$ cat src/rtl/regbank_hs.sv
// regbank_hs -- CPU-visible register bank with valid/ready request and response
// channels, per-bit access types (RW / RO / W1C), byte write strobes,
// programmable wait states, out-of-range error response and an OR-reduced
// interrupt built from the W1C bits.
//
// Ports:
//   clk, rstn               clock (posedge) and asynchronous active-low reset
//   req_valid/req_ready     request handshake; req_write/req_addr/req_wdata/req_wstrb
//                           are captured on acceptance
//   rsp_valid/rsp_ready     response handshake; rsp_rdata/rsp_err held while valid
//   hw_in                   RO bits: live status value; W1C bits: set pulses
//   regs_out                current register contents, reg i at [i*DW +: DW]
//   irq                     registered OR of every W1C bit
module regbank_hs #(
  parameter int DATA_WIDTH  = 32,
  parameter int ADDR_WIDTH  = 8,
  parameter int NUM_REGS    = 16,
  parameter int WAIT_CYCLES = 1,
  parameter logic [NUM_REGS*DATA_WIDTH-1:0] RESET_VAL = '0,
  parameter logic [NUM_REGS*DATA_WIDTH-1:0] RO_MASK   = '0,
  parameter logic [NUM_REGS*DATA_WIDTH-1:0] W1C_MASK  = '0
) (
  input  logic                           clk,
  input  logic                           rstn,
  input  logic                           req_valid,
  output logic                           req_ready,
  input  logic                           req_write,
  input  logic [ADDR_WIDTH-1:0]          req_addr,
  input  logic [DATA_WIDTH-1:0]          req_wdata,
  input  logic [DATA_WIDTH/8-1:0]        req_wstrb,
  output logic                           rsp_valid,
  input  logic                           rsp_ready,
  output logic [DATA_WIDTH-1:0]          rsp_rdata,
  output logic                           rsp_err,
  input  logic [NUM_REGS*DATA_WIDTH-1:0] hw_in,
  output logic [NUM_REGS*DATA_WIDTH-1:0] regs_out,
  output logic                           irq
);

  localparam int DW = DATA_WIDTH;
  localparam int NB = DATA_WIDTH / 8;
  localparam logic [3:0] LAST_WAIT = 4'(WAIT_CYCLES - 1);
  localparam logic [ADDR_WIDTH:0] NUM_REGS_W = (ADDR_WIDTH + 1)'(NUM_REGS);
  localparam logic IRQ_RST = |(RESET_VAL & W1C_MASK & ~RO_MASK);

  typedef enum logic [1:0] {S_IDLE, S_WAIT, S_RESP} state_e;

  state_e                     state_q, state_d;
  logic [3:0]                 cnt_q, cnt_d;
  logic                       wr_q, wr_d;
  logic [ADDR_WIDTH-1:0]      addr_q, addr_d;
  logic [DW-1:0]              wdata_q, wdata_d;
  logic [NB-1:0]              wstrb_q, wstrb_d;
  logic [NUM_REGS*DW-1:0]     regs_q, regs_d;
  logic [DW-1:0]              rdata_q, rdata_d;
  logic                       err_q, err_d;
  logic                       irq_q, irq_d;

  logic                       accept, commit, in_range;
  logic                       txn_write;
  logic [ADDR_WIDTH-1:0]      txn_addr;
  logic [DW-1:0]              txn_wdata, strb_bits, rd_word;
  logic [NB-1:0]              txn_wstrb;

  // RO beats W1C on overlapping bits; anything neither RO nor W1C is RW.
  function automatic logic [DW-1:0] next_bits(
    input logic [DW-1:0] cur, input logic [DW-1:0] hw, input logic [DW-1:0] ro,
    input logic [DW-1:0] w1c_raw, input logic [DW-1:0] wbits, input logic [DW-1:0] wdata);
    logic [DW-1:0] w1c, rw;
    w1c = w1c_raw & ~ro;
    rw  = ~(ro | w1c_raw);
    return (ro & hw)
         | (w1c & (hw | (cur & ~(wbits & wdata))))
         | (rw & ((wbits & wdata) | (cur & ~wbits)));
  endfunction

  assign req_ready = (state_q == S_IDLE);
  assign rsp_valid = (state_q == S_RESP);
  assign accept    = req_valid && req_ready;

  // With zero wait states the commit happens on the accept edge itself, so the
  // live request fields are used instead of the (not yet loaded) latches.
  assign txn_write = (state_q == S_IDLE) ? req_write : wr_q;
  assign txn_addr  = (state_q == S_IDLE) ? req_addr  : addr_q;
  assign txn_wdata = (state_q == S_IDLE) ? req_wdata : wdata_q;
  assign txn_wstrb = (state_q == S_IDLE) ? req_wstrb : wstrb_q;
  assign in_range  = ({1'b0, txn_addr} < NUM_REGS_W);

  always_comb begin
    state_d = state_q;
    cnt_d   = cnt_q;
    commit  = 1'b0;
    case (state_q)
      S_IDLE: begin
        if (accept) begin
          if (WAIT_CYCLES > 0) begin
            state_d = S_WAIT;
            cnt_d   = 4'd0;
          end else begin
            state_d = S_RESP;
            commit  = 1'b1;
          end
        end
      end
      S_WAIT: begin
        if (cnt_q == LAST_WAIT) begin
          state_d = S_RESP;
          commit  = 1'b1;
        end else begin
          cnt_d = cnt_q + 4'd1;
        end
      end
      S_RESP: begin
        if (rsp_ready) state_d = S_IDLE;
      end
      default: state_d = S_IDLE;
    endcase
  end

  always_comb begin
    wr_d    = wr_q;
    addr_d  = addr_q;
    wdata_d = wdata_q;
    wstrb_d = wstrb_q;
    if (accept) begin
      wr_d    = req_write;
      addr_d  = req_addr;
      wdata_d = req_wdata;
      wstrb_d = req_wstrb;
    end
  end

  always_comb begin
    strb_bits = '0;
    for (int b = 0; b < NB; b++) strb_bits[b*8 +: 8] = {8{txn_wstrb[b]}};
  end

  // Register update and read mux; read data is the pre-commit value.
  always_comb begin
    regs_d  = regs_q;
    rd_word = '0;
    for (int i = 0; i < NUM_REGS; i++) begin
      regs_d[i*DW +: DW] = next_bits(regs_q[i*DW +: DW], hw_in[i*DW +: DW],
                                     RO_MASK[i*DW +: DW], W1C_MASK[i*DW +: DW],
                                     (commit && txn_write && in_range &&
                                      (txn_addr == ADDR_WIDTH'(i))) ? strb_bits : '0,
                                     txn_wdata);
      if (txn_addr == ADDR_WIDTH'(i)) rd_word = regs_q[i*DW +: DW];
    end
    irq_d = |(regs_d & W1C_MASK & ~RO_MASK);
  end

  always_comb begin
    rdata_d = rdata_q;
    err_d   = err_q;
    if (commit) begin
      err_d   = !in_range;
      rdata_d = (!txn_write && in_range) ? rd_word : '0;
    end
  end

  always_ff @(posedge clk or negedge rstn) begin
    if (!rstn) begin
      state_q <= S_IDLE;
      cnt_q   <= 4'd0;
      regs_q  <= RESET_VAL;
      rdata_q <= '0;
      err_q   <= 1'b0;
      irq_q   <= IRQ_RST;
    end else begin
      state_q <= state_d;
      cnt_q   <= cnt_d;
      regs_q  <= regs_d;
      rdata_q <= rdata_d;
      err_q   <= err_d;
      irq_q   <= irq_d;
    end
  end

  // Transaction latches carry data only; they are always reloaded before use.
  always_ff @(posedge clk) begin
    wr_q    <= wr_d;
    addr_q  <= addr_d;
    wdata_q <= wdata_d;
    wstrb_q <= wstrb_d;
  end

  assign rsp_rdata = rdata_q;
  assign rsp_err   = err_q;
  assign regs_out  = regs_q;
  assign irq       = irq_q;

endmodule
$ cat config.mk
export PLATFORM = sky130hd
export DESIGN_NAME = regbank_hs
export DESIGN_NICKNAME = d
export VERILOG_FILES = /design/src/rtl/regbank_hs.sv
export SDC_FILE = /design/constraint.sdc
export NUM_CORES = 1
export LEC_CHECK = 0
export ABC_AREA = 1
export ABC_CLOCK_PERIOD_IN_PS = 5780
export BUFFER_PORTS_ARGS = -buffer_cell sky130_fd_sc_hd__buf_2
export CAP_MARGIN = 20
export CORE_AREA = 3 3 431 433
export CTS_CLUSTER_SIZE = 24
export DETAILED_ROUTE_END_ITERATION = 8
export DIE_AREA = 0 0 434 436
export HOLD_SLACK_MARGIN = 0.12
export PLACE_DENSITY_LB_ADDON = 0.15
export SYNTH_ARGS = -nofsm -noshare
export SYNTH_HDL_FRONTEND = slang
export SYNTH_SLANG_ARGS = --single-unit
$ cat constraint.sdc
create_clock -name clk -period 5.78 [get_ports clk]
set_clock_uncertainty 0.2 [all_clocks]
set_input_delay 0.578 -clock clk [delete_from_list [all_inputs] [get_ports clk]]
set_output_delay 0.578 -clock clk [all_outputs]
set_load 0.03 [all_outputs]
==> qor.txt <==
Outcome -> completed
TritonCTS Sinks -> 596
Max Clock Freq -> 190 MHz
Worst slew pin tran -> 1.17 ns
Mapped Area -> 0.0262 mm2
Max Cap Violations -> 0
Area Overhead vs Synth -> 35.6%
Initial antenna violation count -> 38
Area of the multi-input gates -> 0.00985 mm2
Initial DRC count -> 1898
Area leader, netlist -> dfrtp_1
TritonCTS clock tree -> done
Postcts setup bufs -> 0
FF/Latch Area -> 0.0151 mm2
GRT Total Usage -> 17.7%
Clock buffers created by TritonCTS -> 83
Tightest Hold Check Type -> reg2reg
Setup TNS -> 0 ns
Worst setup margin -> 0.514 ns
Max-slew headroom -> 21.4%
Final hold vios -> 0
Number of nets with antenna violations after routing -> 0
Post-synthesis instance total -> 3120
Most frequent cell after synthesis -> nand2_1
Drt wl/cell -> 27.7 um
Post-Layout Cell Count -> 6206
Synth warn -> 0
FILL cells -> 20500
# IOs -> 1109
Core Area -> 0.182 mm2
Final GP Congestion -> 0.829
Final net count -> 4305
CTS clk-pin slew, worst paths -> 0.06 ns
Total grt overflow -> 0
Number of synthesized flops with an enable pin -> 45
Routed WL -> 172000 um
Die Y -> 436 um
Crit end category -> flip-flop
Clock buffer depth -> 3
Die W -> 434 um
Critical Path RT -> 6.17 ns
DRC -> 0
Cells taking the most area after synthesis -> dfrtp_1 53%, nand2_1 16%, o21ai_0 5.2%, edfxtp_1 5.2%, nor2_1 3.3%
Worst-path maximum fanout -> 17
Synth top cells by count -> 1112 x nand2_1, 551 x dfrtp_1, 275 x o21ai_0
PD cells -> 347 mW/mm2
CP Data Arrival Time -> 5.66 ns
Post-synth top flop -> dfrtp_1
Final period utilization -> 91.1%
Die area -> 0.189 mm2
#FFs+latches synth -> 596
VDD IR max -> 355 uV
H-tree depth -> 3
TritonRoute pass-1 iters -> 5
Pre-CTS setup slack -> 0.0731 ns
Leak -> 17.0 nW
Final setup fails -> 0
Netlist cell types -> 31
Port Buffers -> 595
Share of cells above drive strength 1 -> 22.9%
Vias per cell -> 3.96
Share of the synthesized area in the top cell type -> 52.6%
Row cnt -> 157
Clk root buf -> clkbuf_16
Max Slew Vio Count -> 0
First-pass GRT wire length -> 226000 um
Ys async rst share -> 92.4%
Vias in the first global route -> 24200
Largest net degree at the start of global routing -> 169
Startpoint Class -> flip-flop
Initial Util -> 14.4%
Net Count, Synth -> 3683
Final total power -> 12.3 mW
WS Path Type -> reg2reg
Cell Area, Placed -> 0.0323 mm2
Worst-Skew Late Latency -> 0.71 ns
Fin crit period -> 5.27 ns
Sequential area share after synthesis -> 57.7%
RSZ-0062 raised after global routing -> no
DP Wirelength -> 130000 um
Avg Cell Area, Syn -> 8.41 um2
Final Instance Area -> 0.0356 mm2
Via count -> 24600
DP Cell Count -> 5994
-- metal layers --
metal / track usage, % / up-vias / wire, um
met4: 6.74 / 18 / 7440
met3: 6.26 / 213 / 14800
met1: 23.9 / 12000 / 78400
li1: - / 11400 / -
met2: 25.7 / 884 / 71200
met5: 0 / - / 100
-- layout make-up --
| cell class | count | area share [%] |
|---|---|---|
| Antenna cell | 11 | 0.0774 |
| Clock buffer | 134 | 7.12 |
| Clock inverter | 19 | 0.563 |
| Inverter | 156 | 1.65 |
| Multi-Input combinational cell | 2174 | 27.7 |
| Sequential cell | 596 | 42.6 |
| Tap cell | 2385 | 8.39 |
| Timing Repair Buffer | 731 | 11.9 |
-- logic make-up after synthesis --
family          after synthesis  share of synthesized area [%]
simple gates               1566                           24.4
compound gates              597                           12.3
flops                       596                           57.7
buf+inv                     350                           5.20
mux                           8                          0.305
fa+ha+maj                     2                         0.0954
other cells                   1                         0.0143
-- final timing paths --
path / depth (start not counted) / endpoint / start / slack [ns]
min in group asynchronous: 2 / async pin / rstn / 0.32
min: 2 / rsp_rdata[12] / rsp_rdata[12] / 0.28
max in group asynchronous: 3 / async pin / rstn / 3.52
min reg2reg: 2 / rsp_rdata[12] / rsp_rdata[12] / 0.28
max reg2reg: 18 / rsp_rdata[28] / state_q[1] / 0.51
max: 18 / rsp_rdata[28] / state_q[1] / 0.51
-- report_power, final --
part	total (mW)	leakage, nW	switching, mW	internal, mW
Sequential	4.38	7.94	0.0438	4.33
Combinational	2.67	7.66	2.25	0.421
Clock	5.29	1.34	2.24	3.05
Total	12.3	17.0	4.53	7.81
-- cell usage in the layout (no fill, tap or decap), types with 6 or more instances in the layout --
master,Yosys,layout
nand2_1,1112,1111
buf_2,31,594
dfrtp_1,551,551
o21ai_0,275,275
nor2_1,231,220
o21ai_1,158,158
inv_1,144,143
o21a_1,95,95
nand4_1,87,87
clkbuf_16,0,85
buf_4,3,79
a21oi_1,67,67
nand3_1,59,59
dlygate4sd3_1,0,48
edfxtp_1,45,45
clkbuf_1,158,27
and2_1,27,25
clkbuf_8,0,22
nor2_4,0,16
nor2_2,18,13
clkinv_2,0,12
diode_2,0,11
inv_2,10,11
mux2i_1,8,8
nor3b_1,7,7
nor3_2,5,6
-- critical path, stage by stage (launching register included) --
cell and delay (ns):
dfrtp_1 0.45, nor2_4 0.31, buf_4 0.29, nand3_1 0.14
nand2_2 0.35, nand3_1 0.18, buf_4 0.24, nor2_4 0.58
inv_1 0.59, o21ai_0 0.22, inv_1 0.06, nand2_1 0.12
nand4_1 0.11, nor2_1 0.77, nand4_1 0.18, nand2_1 0.13
nand2_1 0.08, nand2_1 0.06, nand2_1 0.05
-- stage by stage --
stage	hold WS (ns)	utilization (%)
6_report	0.278	19.5
5_1_grt	0.300	19.5
4_1_cts	0.280	19.5
3_5_place_dp	0.260	17.7
3_3_place_gp	0.263	17.7
2_1_floorplan	0.0824	-
-- repair_timing --
action | 4_1_cts | 5_1_grt
endpoints found under the setup margin | 0 | 7
endpoints found under the hold margin | 124 | 0
resized for setup | 0 | 1
hold buffers | 48 | 0
No activity file was read; power rests on OpenSTA's default activity.
